File: config.mk
export PLATFORM = sky130hd
export DESIGN_NAME = div_seq_flat
export DESIGN_NICKNAME = d
export VERILOG_FILES = /design/src/rtl/div_seq_if.sv /design/src/rtl/div_seq.sv /design/src/flat_wrapper.sv
export SDC_FILE = /design/constraint.sdc
export NUM_CORES = 1
export LEC_CHECK = 0
export ABC_AREA = 1
export BUFFER_PORTS_ARGS = -buffer_cell sky130_fd_sc_hd__buf_2
export CORE_UTILIZATION = 30
export DETAILED_ROUTE_END_ITERATION = 12
export GPL_TIMING_DRIVEN = 0
export SKIP_LAST_GASP = 1
export SYNTH_ARGS = -nofsm -noshare
export SYNTH_HDL_FRONTEND = slang
export SYNTH_SLANG_ARGS = --single-unit
File: constraint.sdc
create_clock -name clk -period 3.6 [get_ports clk]
set_clock_uncertainty 0.2 [all_clocks]
set_input_delay 0.36 -clock clk [delete_from_list [all_inputs] [get_ports clk]]
set_output_delay 0.36 -clock clk [all_outputs]
set_load 0.005 [all_outputs]
File: src/rtl/div_seq_if.sv
// div_seq_if: request/result bundle for the sequential divider.
// Request (master drives): start, dividend, divisor.
// Result (slave drives): busy, done, quotient, remainder, div_by_zero.
interface div_seq_if #(
  parameter int WIDTH = 4
);
  logic             start;
  logic [WIDTH-1:0] dividend;
  logic [WIDTH-1:0] divisor;
  logic             busy;
  logic             done;
  logic [WIDTH-1:0] quotient;
  logic [WIDTH-1:0] remainder;
  logic             div_by_zero;

  modport master (
    output start, dividend, divisor,
    input  busy, done, quotient, remainder, div_by_zero
  );

  modport slave (
    input  start, dividend, divisor,
    output busy, done, quotient, remainder, div_by_zero
  );
endinterface

File: src/rtl/div_seq.sv
// div_seq: unsigned restoring divider, one quotient bit per clock.
// Latency: done pulses after edge T0+WIDTH+1 (T0+1 for a zero divisor).
// Backpressure: none; start is only sampled in IDLE, never queued.
// Ports: clk (rising edge), rst (async, active high), bus (div_seq_if.slave).
module div_seq #(
  parameter int WIDTH = 4
) (
  input  logic       clk,
  input  logic       rst,
  div_seq_if.slave   bus
);

  localparam int CW = $clog2(WIDTH + 1);

  typedef enum logic [1:0] {
    IDLE = 2'd0,
    CALC = 2'd1,
    FIN  = 2'd2
  } state_t;

  state_t           r_state;
  logic [WIDTH-1:0] r_q;      // shifting quotient, dividend bits fed out of the top
  logic [WIDTH-1:0] r_rem;    // partial remainder, always < divisor
  logic [WIDTH-1:0] r_dvs;    // divisor captured at start
  logic [CW-1:0]    r_cnt;    // quotient bits still to produce
  logic             r_dz;     // zero-divisor operation in flight
  logic             r_busy;
  logic             r_done;
  logic [WIDTH-1:0] r_quo;
  logic [WIDTH-1:0] r_rmd;
  logic             r_dzo;

  logic [WIDTH:0]   w_rsh;
  logic [WIDTH:0]   w_diff;
  logic             w_take;

  // Shifted partial remainder needs WIDTH+1 bits: 2*R+1 can exceed 2^WIDTH-1.
  assign w_rsh  = {r_rem, r_q[WIDTH-1]};
  assign w_diff = w_rsh - {1'b0, r_dvs};
  // Since R < D, w_rsh < 2*D, so a non-negative difference is < D < 2^WIDTH and
  // a negative one wraps to >= 2^WIDTH: bit WIDTH alone is the borrow.
  assign w_take = ~w_diff[WIDTH];

  always_ff @(posedge clk or posedge rst) begin
    if (rst) begin
      r_state <= IDLE;
      r_q     <= '0;
      r_rem   <= '0;
      r_dvs   <= '0;
      r_cnt   <= '0;
      r_dz    <= 1'b0;
      r_busy  <= 1'b0;
      r_done  <= 1'b0;
      r_quo   <= '0;
      r_rmd   <= '0;
      r_dzo   <= 1'b0;
    end else begin
      r_done <= 1'b0;
      case (r_state)
        IDLE: begin
          if (bus.start) begin
            r_q    <= bus.dividend;
            r_dvs  <= bus.divisor;
            r_rem  <= '0;
            r_cnt  <= CW'(WIDTH);
            r_busy <= 1'b1;
            if (bus.divisor == '0) begin
              r_dz    <= 1'b1;
              r_state <= FIN;
            end else begin
              r_dz    <= 1'b0;
              r_state <= CALC;
            end
          end
        end
        CALC: begin
          // Restoring step: keep the shifted remainder when the trial underflows.
          r_rem <= w_take ? w_diff[WIDTH-1:0] : w_rsh[WIDTH-1:0];
          r_q   <= {r_q[WIDTH-2:0], w_take};
          r_cnt <= r_cnt - CW'(1);
          if (r_cnt == CW'(1)) begin
            r_state <= FIN;
          end
        end
        FIN: begin
          r_done  <= 1'b1;
          r_busy  <= 1'b0;
          r_state <= IDLE;
          if (r_dz) begin
            r_quo <= '1;
            r_rmd <= r_q;   // r_q still holds the untouched dividend
            r_dzo <= 1'b1;
          end else begin
            r_quo <= r_q;
            r_rmd <= r_rem;
            r_dzo <= 1'b0;
          end
        end
        default: r_state <= IDLE;
      endcase
    end
  end

  assign bus.busy        = r_busy;
  assign bus.done        = r_done;
  assign bus.quotient    = r_quo;
  assign bus.remainder   = r_rmd;
  assign bus.div_by_zero = r_dzo;

endmodule

File: src/flat_wrapper.sv
// flat-port wrapper written by rule: the top's interface ports become plain ports
module div_seq_flat 
#(
  parameter int WIDTH = 4
)
  (clk, rst, bus_start, bus_dividend, bus_divisor, bus_busy, bus_done, bus_quotient, bus_remainder, bus_div_by_zero);
  div_seq_if #(.WIDTH(WIDTH)) bus_i ();
  input  logic clk;
  input  logic rst;
  input wire logic [$bits(bus_i.start)-1:0] bus_start;
  input wire logic [$bits(bus_i.dividend)-1:0] bus_dividend;
  input wire logic [$bits(bus_i.divisor)-1:0] bus_divisor;
  output wire logic [$bits(bus_i.busy)-1:0] bus_busy;
  output wire logic [$bits(bus_i.done)-1:0] bus_done;
  output wire logic [$bits(bus_i.quotient)-1:0] bus_quotient;
  output wire logic [$bits(bus_i.remainder)-1:0] bus_remainder;
  output wire logic [$bits(bus_i.div_by_zero)-1:0] bus_div_by_zero;
  assign bus_i.start = bus_start;
  assign bus_i.dividend = bus_dividend;
  assign bus_i.divisor = bus_divisor;
  assign bus_busy = bus_i.busy;
  assign bus_done = bus_i.done;
  assign bus_quotient = bus_i.quotient;
  assign bus_remainder = bus_i.remainder;
  assign bus_div_by_zero = bus_i.div_by_zero;
  div_seq #(.WIDTH(WIDTH)) u_core (.clk(clk), .rst(rst), .bus(bus_i));
endmodule
==> flow_metrics.tcl, run 1 <==
set metrics [dict create \
    power.density_nw_per_um2 1010 \
    dpl.cell_count 243 \
    drt-vias-per-instance 4.64 \
    antenna_found_initial 0 \
    placed_cell_area_um2 1630 \
    cts_resized 0 \
    start_util 0.323 \
    ys_ff_latch 29 \
    core_region_area_um2 4500 \
    numCtsBuffers 5 \
    synth_area_leaders "dfrtp_1, nand2_1, inv_1, ha_1, a21oi_1" \
    dr.pass1.iters 4 \
    rsz0062_at_grt "no" \
    synth_common_cells "nand2_1, dfrtp_1, inv_1" \
    io_pins 22 \
    avgSynthCellArea_um2 8.56 \
    top_usage_layer "met2" \
    grt-ovfl-total 0 \
    drt_iter0_drc 37 \
    drv_slew 0 \
    met2_usage 0.194 \
    ys_dominant_reg_cell "dfrtp_1" \
    gp_congestion 0.758 \
    arrival_ns 2.12 \
    maxCapViolations 0 \
    ys_seq_area_frac 0.499 \
    die_area_um2 5130 \
    multiInputGateArea_um2 601 \
    critPathMaxStageDelay_ns 0.43 \
    wl_per_cell_um 11.5 \
    clk_path_buf_depth 2 \
    report.final.setup_viol 0 \
    drtAntennaViolNets 0 \
    synthMuxAreaShare 0 \
    yosysUniqueCellTypes 25 \
    fp-row-count 24 \
    path_class "flip-flop to flip-flop" \
    cp_slowest_cell "fa_1" \
    cp_max_fo 6 \
    max_clock_freq_ghz 0.464 \
    p_leak_uw 0.000888 \
    clkTransAtPathRegs_ns 0.07 \
    status "complete, no violations" \
    syn_inst 170 \
    fin_crit_sh 0.599 \
    synthSimpleGateAreaFrac 0.208 \
    use_met1 0.168 \
    dp_hpwl_um 2110 \
    vias 1165 \
    die_w_um 71.6 \
    gr-usage-met3 0.0563 \
    path_cells "inv_1 > ha_1 > inv_1 > fa_1 > nand3_1 > nand3_2 > nand2_2 > nand2_1 > nand3_1 > o21ai_0" \
    die_height_um 71.6 \
    cts.sinks 29 \
    area_growth_syn_to_layout_pct 17.6 \
    synth_compound_area_frac 0.133 \
    synth_xor_area_frac 0.00602 \
    finish.instance_area_um2 1710 \
    synth_fa_ha_area_frac 0.0653 \
    worst_pin_slew_ns 1.10 \
    synth_top_area_share 0.499 \
    postSynth.asyncResetShare 1.00 \
    clkLatencyLatePin_ns 0.29 \
    hold_violations 0 \
    period_minus_slack_ns 2.16 \
    drc 0 \
    yosysWarningCount 0 \
    post_cts_buffers 0 \
    vdd_ir_drop_max_mv 0.299 \
    worstSetupEndpointType "flip-flop" \
    fin_nets 216 \
    synthesis.nets 188 \
    track_usage 0.129 \
    hp-class "input pin to flip-flop" \
    yosysMostFrequentCell "nand2_1" \
    clockRootBuffer "clkbuf_8" \
    grt_start_max_net_pins 30 \
    postCtsHoldBufs 0 \
    htreeDepth 2 \
    cp-start-kind "flip-flop" \
    portBuffers 21 \
    grt_pass1_wl_um 4950 \
    synth_edf_count 0 \
    routed_wl_um 2890 \
    synth_top_cell_by_area "dfrtp_1" \
    tns_ns 0 \
    relSlewSlack 0.267 \
    synth_top_family_by_area "simple AND/OR/NAND/NOR gates" \
    whs_ns 0.129 \
    drive_gt1_frac 0.211 \
    seq_area_um2 726 \
    diodes 0 \
    grt_pass1_vias 1077 \
    synthesis.area_um2 1460 \
    num-fill-cells 470 \
    fin_cells 251 \
    cp.required_ns 3.56 \
    cts_tree "built" \
]
## cell usage in the layout, fill, tap and decap left out, drive strengths merged
cell      Yosys  routed
a21oi        12      12
buf           1      22
clkbuf        1       6
clkinv        1       3
clkinvlp      0       1
dfrtp        29      29
fa            1       1
ha            6       6
inv          30      30
nand2        34      34
nand3        14      14
nand4         1       1
nor2         15      15
o211ai        2       2
o21ai        18      18
o221ai        1       1
o22ai         2       2
o31ai         1       1
xnor2         1       1
## per-stage QoR
stage               utilization  worst slack [ns]  total power, uW
finish                    0.380              1.44             1730
global route              0.380              1.32             1920
floorplan                     -              1.75             1250
detailed placement        0.361              1.49             1480
global placement          0.361              1.51             1460
CTS                       0.380              1.47             1750
## final timing paths
path,from,endpoint,slack (ns),depth (start not counted)
setup reg to reg,u_core.r_q[3]$_DFFE_PP0P_,u_core.r_rem[2]$_DFFE_PP0P_,1.44,10
hold / removal,bus_divisor[3],u_core.r_dvs[3]$_DFFE_PP0P_,0.13,3
setup / recovery,u_core.r_q[3]$_DFFE_PP0P_,u_core.r_rem[2]$_DFFE_PP0P_,1.44,10
min in group asynchronous,rst,u_core.bus.quotient[3]$_DFFE_PP0P_,0.15,2
hold reg to reg,u_core.bus.busy$_DFFE_PP0P_,u_core.bus.busy$_DFFE_PP0P_,0.26,2
max in group asynchronous,rst,u_core.r_dvs[2]$_DFFE_PP0P_,2.39,2
## state kept, by name (all words and copies together), names as in the netlist
register                cells
u_core.r_dz                 1
u_core.bus.quotient         4
u_core.bus.done             1
u_core.r_q                  4
u_core.bus.busy             1
u_core.bus.div_by_zero      1
u_core.r_cnt                3
u_core.r_state              2
u_core.r_rem                4
u_core.bus.remainder        4
u_core.r_dvs                4
## cell families after synthesis
family | after synthesis
adders and majority gates | 7
DFF | 29
xor gates and xnor gates | 1
and+or+nand+nor | 64
buffers and inverters | 33
AOI/OAI and AO/OA | 36
## power by group
group / switching (uW) / internal [uW]
Sequential: 95.6 / 487
Clock: 128 / 133
Combinational: 545 / 345
Total: 769 / 965
## cell type report
type	instances	share of cell area
buffer	2	0.00658
tap	52	0.0380
multi-input combinational	108	0.351
sequential	29	0.424
timing repair buffer	21	0.0614
inverter	31	0.0687
clock buffer	5	0.0402
clock inverter	3	0.0102
## worst max-delay path: cells and delay by family (launching register included)
family                   cells  cell delay [ns]
AO/OA/AOI/OAI                1             0.10
adder cells (fa/ha/maj)      2             0.60
buffers and inverters        2             0.22
flip-flops                   1             0.39
AND/OR/NAND/NOR              5             0.53
## layer usage
metal,share of wire,routed length [um]
met5,0,0
met4,0.011,32
met3,0.038,111
met2,0.44,1260
met1,0.52,1490
Power figures use the tool's default switching activity.
==> run 2: changes to the inputs <==
clock period = 2 ns   (was 3.6 ns; I/O delays follow)
==> run 2 against run 1 <==
- the flow now finishes with violations (hold timing)
- via count grew 2.8%
- combinational power is 110% higher
- global-route usage up 0.42 points
- critical path type unchanged
- sequential power grew 82%
- final area grew 8.3%
- register-to-register slack got worse by 1.4 ns
- critical path depth stayed put
- non-clock buffer count up 10
- worst setup slack worse by 1.4 ns
- cell count up 4.0%
- fmax is 12% higher
==> flow_metrics.tcl, run 2 (synthesis gave the netlist of run 1 again) <==
set metrics [dict create \
    worst_pin_slew_ns 1.10 \
    fin_cells 261 \
    numCtsBuffers 5 \
    report.final.setup_viol 0 \
    power.switching_uw 1500 \
    p_seq_frac 0.316 \
    layout_commonest_cell "dfrtp_1" \
    r2r-start "u_core.r_q[3]$_DFFE_PP0P_" \
    cp_max_fo 6 \
    power.share.clock 0.139 \
    area_growth_syn_to_layout_pct 27.4 \
    startpoint "u_core.r_q[3]$_DFFE_PP0P_" \
    whs_ns -0.0140 \
    cp-start-kind "flip-flop" \
    placed_cell_area_um2 1630 \
    gp_congestion 0.758 \
    path_cells "inv_2 > ha_4 > inv_2 > fa_2 > nand3_2 > nand3_4 > nand2_4 > nand2_1 > nand3_1 > o21ai_1" \
    max_clock_freq_ghz 0.521 \
    finish.instance_area_um2 1850 \
    crit_top_cell "inv_2" \
    hold_violations 28 \
    path_class "flip-flop to flip-flop" \
    track_usage 0.133 \
    clkTransAtPathRegs_ns 0.07 \
    drive_gt1_frac 0.254 \
    die_height_um 71.6 \
    drtAntennaViolNets 0 \
    drv_slew 0 \
    portBuffers 21 \
    power.density_nw_per_um2 1810 \
    dpl.cell_count 243 \
    fin_util 0.412 \
    drc 0 \
    dp_hpwl_um 2110 \
    arrival_ns 1.89 \
    clk_path_buf_depth 2 \
    cts_tree "built" \
    grt_pass1_wl_um 5130 \
    htreeDepth 2 \
    clkLatencyLatePin_ns 0.28 \
    fp-row-count 24 \
    grt_start_max_net_pins 30 \
    finalPower_uw 3360 \
    hp-class "input pin to async pin" \
    p_sw_frac 0.446 \
    critPathMaxStageDelay_ns 0.42 \
    final_cell_mix "dfrtp_1, nand2_1, inv_1, buf_2" \
    worstSetupEndpointType "flip-flop" \
    grt-ovfl-total 0 \
    grt_pass1_vias 1130 \
    p_leak_uw 0.000937 \
    period_minus_slack_ns 1.92 \
    diodes 0 \
    fin_crit_sh 0.959 \
    wl_per_cell_um 11.8 \
    violations "hold timing" \
    relSlewSlack 0.268 \
    die_area_um2 5130 \
    cp.required_ns 1.97 \
    post-place-ws_ns -0.108 \
    core_region_area_um2 4500 \
    vdd_ir_drop_max_mv 0.548 \
    vias 1198 \
    drt-vias-per-instance 4.59 \
    status "finished with violations" \
    routed_wl_um 3070 \
    fin_nets 226 \
    start_util 0.323 \
    dr.pass1.iters 4 \
    clockRootBuffer "clkbuf_8" \
    cts.sinks 29 \
    drt_iter0_drc 52 \
    cp_slowest_cell "fa_2" \
    maxCapViolations 0 \
    power_frac_comb 0.545 \
    internal_power_uw 1860 \
    antenna_found_initial 0 \
    worst_slack_ns 0.0813 \
    io_pins 22 \
    die_w_um 71.6 \
]
[run 2: changes by cell type in the layout (fill, tap and decap cells not counted), moves of 2 or more]
cell | before | now
buf_4 | 1 | 4
nand2_1 | 30 | 28
nand3_1 | 12 | 10
inv_2 | 2 | 4
o21ai_1 | 9 | 11
nand3_4 | 0 | 2
o21ai_0 | 9 | 7
dlygate4sd3_1 | 0 | 7
inv_1 | 28 | 26
[run 2: final cells by class]
class / instances / area, um^2
Fill cell: 462 / 2650
Sequential cell: 29 / 726
Multi-Input combinational cell: 108 / 651
Timing Repair Buffer: 31 / 198
Inverter: 31 / 118
Clock buffer: 5 / 68.8
Tap cell: 52 / 65.1
Clock inverter: 3 / 17.5
Buffer: 2 / 11.3
[run 2: path summary, 6_finish.rpt]
kind / end / slack, ns / depth (start not counted)
min: u_core.bus.quotient[3]$_DFFE_PP0P_ / -0.01 / 2
max: u_core.r_rem[2]$_DFFE_PP0P_ / 0.08 / 10
max in group asynchronous: u_core.r_dvs[2]$_DFFE_PP0P_ / 0.95 / 2
min reg2reg: u_core.bus.busy$_DFFE_PP0P_ / 0.26 / 2
min in group clk: u_core.r_q[1]$_DFFE_PP0P_ / 0.02 / 3
max reg2reg: u_core.r_rem[2]$_DFFE_PP0P_ / 0.08 / 10
[run 2: stage by stage]
| stage | TNS (ns) | hold slack [ns] |
|---|---|---|
| after floorplan | 0 | 0.0781 |
| after global placement | -0.302 | 0.262 |
| after detailed placement | -0.314 | 0.256 |
| after CTS | 0 | 0.0127 |
| after global routing | -0.0134 | 0.0242 |
| final | 0 | -0.0140 |
[run 2: what timing repair did]
item	CTS	global route
endpoints found under the setup margin	5	5
hold buffers	7	0
pin swaps	0	3
gates resized for setup	2	12
buffers inserted	0	3
hold endpoints to repair	7	0
[run 2: layer usage]
layer  GRT usage  share of wire  up-vias
met4      0.0392          0.011        0
met3      0.0563          0.034        6
li1            -              -      623
met5           0              0        -
met1       0.170           0.50      550
met2       0.206           0.46       19
[run 2: power groups by stage]
stage | logic, uW | registers (uW) | clock network, uW
floorplan | 1210 | 1040 | 0
global placement | 1580 | 1050 | 0
detailed placement | 1610 | 1060 | 0
CTS | 1630 | 1050 | 482
global route | 2100 | 1100 | 511
finish | 1830 | 1060 | 466
[run 2: critical path: cells and delay by family, from the launching register on]
kind / cells / cell delay, ns
fa+ha+maj: 2 / 0.55
simple gates: 5 / 0.46
flops: 1 / 0.39
buf+inv: 2 / 0.13
compound gates: 1 / 0.07
==> run 3: changes to the inputs <==
--- a/config.mk
+++ b/config.mk
@@ -11,5 +11,7 @@
 export DETAILED_ROUTE_END_ITERATION = 12
 export GPL_TIMING_DRIVEN = 0
+export PLACE_DENSITY = 0.54
 export SKIP_LAST_GASP = 1
+export SLEW_MARGIN = 20
 export SYNTH_ARGS = -nofsm -noshare
 export SYNTH_HDL_FRONTEND = slang
==> constraint.sdc (replaced) <==
create_clock -name clk -period 2 [get_ports clk]
set_clock_uncertainty 0.2 [all_clocks]
set_input_delay 0.2 -clock clk [delete_from_list [all_inputs] [get_ports clk]]
set_output_delay 0.2 -clock clk [all_outputs]
set_load 0.02 [all_outputs]
==> run 3 against run 2 <==
- the run now ends clean
- die area unchanged
- critical path depth unchanged
- non-clock buffer count up 1
- count of clock-buffer cells in the layout unchanged
- largest cell class unchanged
- final area up 0.54%
- sequential share of layout area down 0.21 points
- sequential power about the same
- register-to-register slack worse by 0.02 ns
==> flow_metrics.tcl, run 3 (synthesis gave the netlist of run 1 again) <==
set metrics [dict create \
    clkTransAtPathRegs_ns 0.07 \
    routed_wl_um 3030 \
    critPathMaxStageDelay_ns 0.42 \
    area_growth_syn_to_layout_pct 28.1 \
    worstHoldStart "bus_dividend[1]" \
    die_height_um 71.6 \
    reg2regPathDepth 10 \
    report.final.setup_viol 0 \
    htreeDepth 2 \
    diodes 0 \
    layout_commonest_cell "dfrtp_1" \
    io_pins 22 \
    track_usage 0.130 \
    wl_per_cell_um 11.6 \
    drt_iter0_drc 43 \
    path_class "flip-flop to flip-flop" \
    path_cells "inv_2 > ha_4 > inv_2 > fa_2 > nand3_2 > nand3_4 > nand2_4 > nand2_1 > nand3_1 > o21ai_0" \
    core_region_area_um2 4500 \
    fin_util 0.414 \
    die_area_um2 5130 \
    hold_path_end "u_core.r_q[1]$_DFFE_PP0P_" \
    grt-ovfl-total 0 \
    power.density_nw_per_um2 1860 \
    die_w_um 71.6 \
    portBuffers 21 \
    grt_pass1_wl_um 5090 \
    crit_top_cell "inv_2" \
    period_minus_slack_ns 1.94 \
    start_util 0.323 \
    num-fill-cells 458 \
    hp-class "input pin to flip-flop" \
    drt-vias-per-instance 4.47 \
    maxCapViolations 0 \
    cts_tree "built" \
    drtAntennaViolNets 0 \
    relSlewSlack 0.598 \
    drive_gt1_frac 0.257 \
    max_clock_freq_ghz 0.516 \
    status "complete, no violations" \
    r2r-start "u_core.r_q[3]$_DFFE_PP0P_" \
    p_leak_uw 0.000941 \
    reg2reg_to "u_core.r_rem[2]$_DFFE_PP0P_" \
    worstSetupEndpointType "flip-flop" \
    drv_slew 0 \
    gp_congestion 0.805 \
    vdd_ir_drop_max_mv 0.803 \
    clockRootBuffer "clkbuf_8" \
    cp-start-kind "flip-flop" \
    fp-row-count 24 \
    vias 1170 \
    fin_crit_sh 0.969 \
    crit_family "adder cells" \
    final_cell_mix "dfrtp_1, nand2_1, inv_1, buf_2" \
    hold_violations 0 \
    drc 0 \
    finalPower_uw 3460 \
    fin_nets 227 \
    whs_ns 0.0172 \
    dr.pass1.iters 4 \
    cp.required_ns 1.96 \
    numCtsBuffers 5 \
    cts.sinks 29 \
    dp_hpwl_um 2100 \
    worst_pin_slew_ns 0.602 \
    whs_path_depth 3 \
    post-place-ws_ns -0.0912 \
    clkLatencyLatePin_ns 0.28 \
    clk_path_buf_depth 2 \
    arrival_ns 1.90 \
    antenna_found_initial 0 \
    cp_max_fo 6 \
    cp.buffers_inverters 2 \
    cp_slowest_cell "fa_2" \
    ff2ff_setup_slack_ns 0.06 \
    grt_pass1_vias 1112 \
    worst_slack_ns 0.0626 \
    grt_start_max_net_pins 30 \
]
run 3: layer usage:
| layer | up-vias | GRT usage | share of wire |
|---|---|---|---|
| li1 | 629 | - | - |
| met1 | 509 | 0.181 | 0.51 |
| met2 | 26 | 0.190 | 0.43 |
| met3 | 6 | 0.0394 | 0.042 |
| met4 | 0 | 0.0523 | 0.014 |
| met5 | - | 0 | 0 |
run 3: worst max-delay path by stage:
stage | from | endpoint | slack, ns | depth (start not counted)
5_1_grt | u_core.r_q[3]$_DFFE_PP0P_ | u_core.r_rem[2]$_DFFE_PP0P_ | -0.01 | 10
2_1_floorplan | u_core.r_q[3]$_DFFE_PP0P_ | u_core.r_rem[2]$_DFFE_PP0P_ | 0.15 | 10
3_5_place_dp | u_core.r_q[3]$_DFFE_PP0P_ | u_core.r_rem[2]$_DFFE_PP0P_ | -0.09 | 10
4_1_cts | u_core.r_q[3]$_DFFE_PP0P_ | u_core.r_rem[0]$_DFFE_PP0P_ | 0.01 | 10
3_3_place_gp | u_core.r_q[3]$_DFFE_PP0P_ | u_core.r_rem[0]$_DFFE_PP0P_ | -0.12 | 10
6_report | u_core.r_q[3]$_DFFE_PP0P_ | u_core.r_rem[2]$_DFFE_PP0P_ | 0.06 | 10
run 3: area by class of cell:
type	instances	area (um^2)	area share
well taps	52	65.1	0.0349
multi-input cells	108	651	0.349
flip-flops and latches	29	726	0.389
repair buffers	32	208	0.111
clock inverters	3	17.5	0.00940
plain buffers	2	11.3	0.00604
inverters	31	118	0.0631
clock buffers	5	68.8	0.0369
run 3: report_power, final:
group | total (uW) | internal, uW | switching [uW]
logic | 1930 | 742 | 1190
clock network | 475 | 240 | 236
registers | 1050 | 876 | 177
total | 3460 | 1860 | 1600
run 3: what timing repair did:
action	4_1_cts	5_1_grt
setup buffers	0	3
hold endpoints to repair	36	0
resized for setup	2	11
hold buffers	8	0
setup endpoints to repair	5	5
pin swaps	0	2
run 3: through the flow:
stage / instance area [um^2] / std cells / setup TNS [ns]
after global placement: 1630 / 243 / -0.382
final: 1860 / 262 / 0
after detailed placement: 1630 / 243 / -0.282
after floorplan: 1460 / 170 / 0
after CTS: 1790 / 259 / 0
after global routing: 1860 / 262 / -0.0126
run 3: tightest hold or removal path, cell delays in order:
cell     delay [ns]
buf_2          0.08
o22ai_1        0.06
a21oi_1        0.11
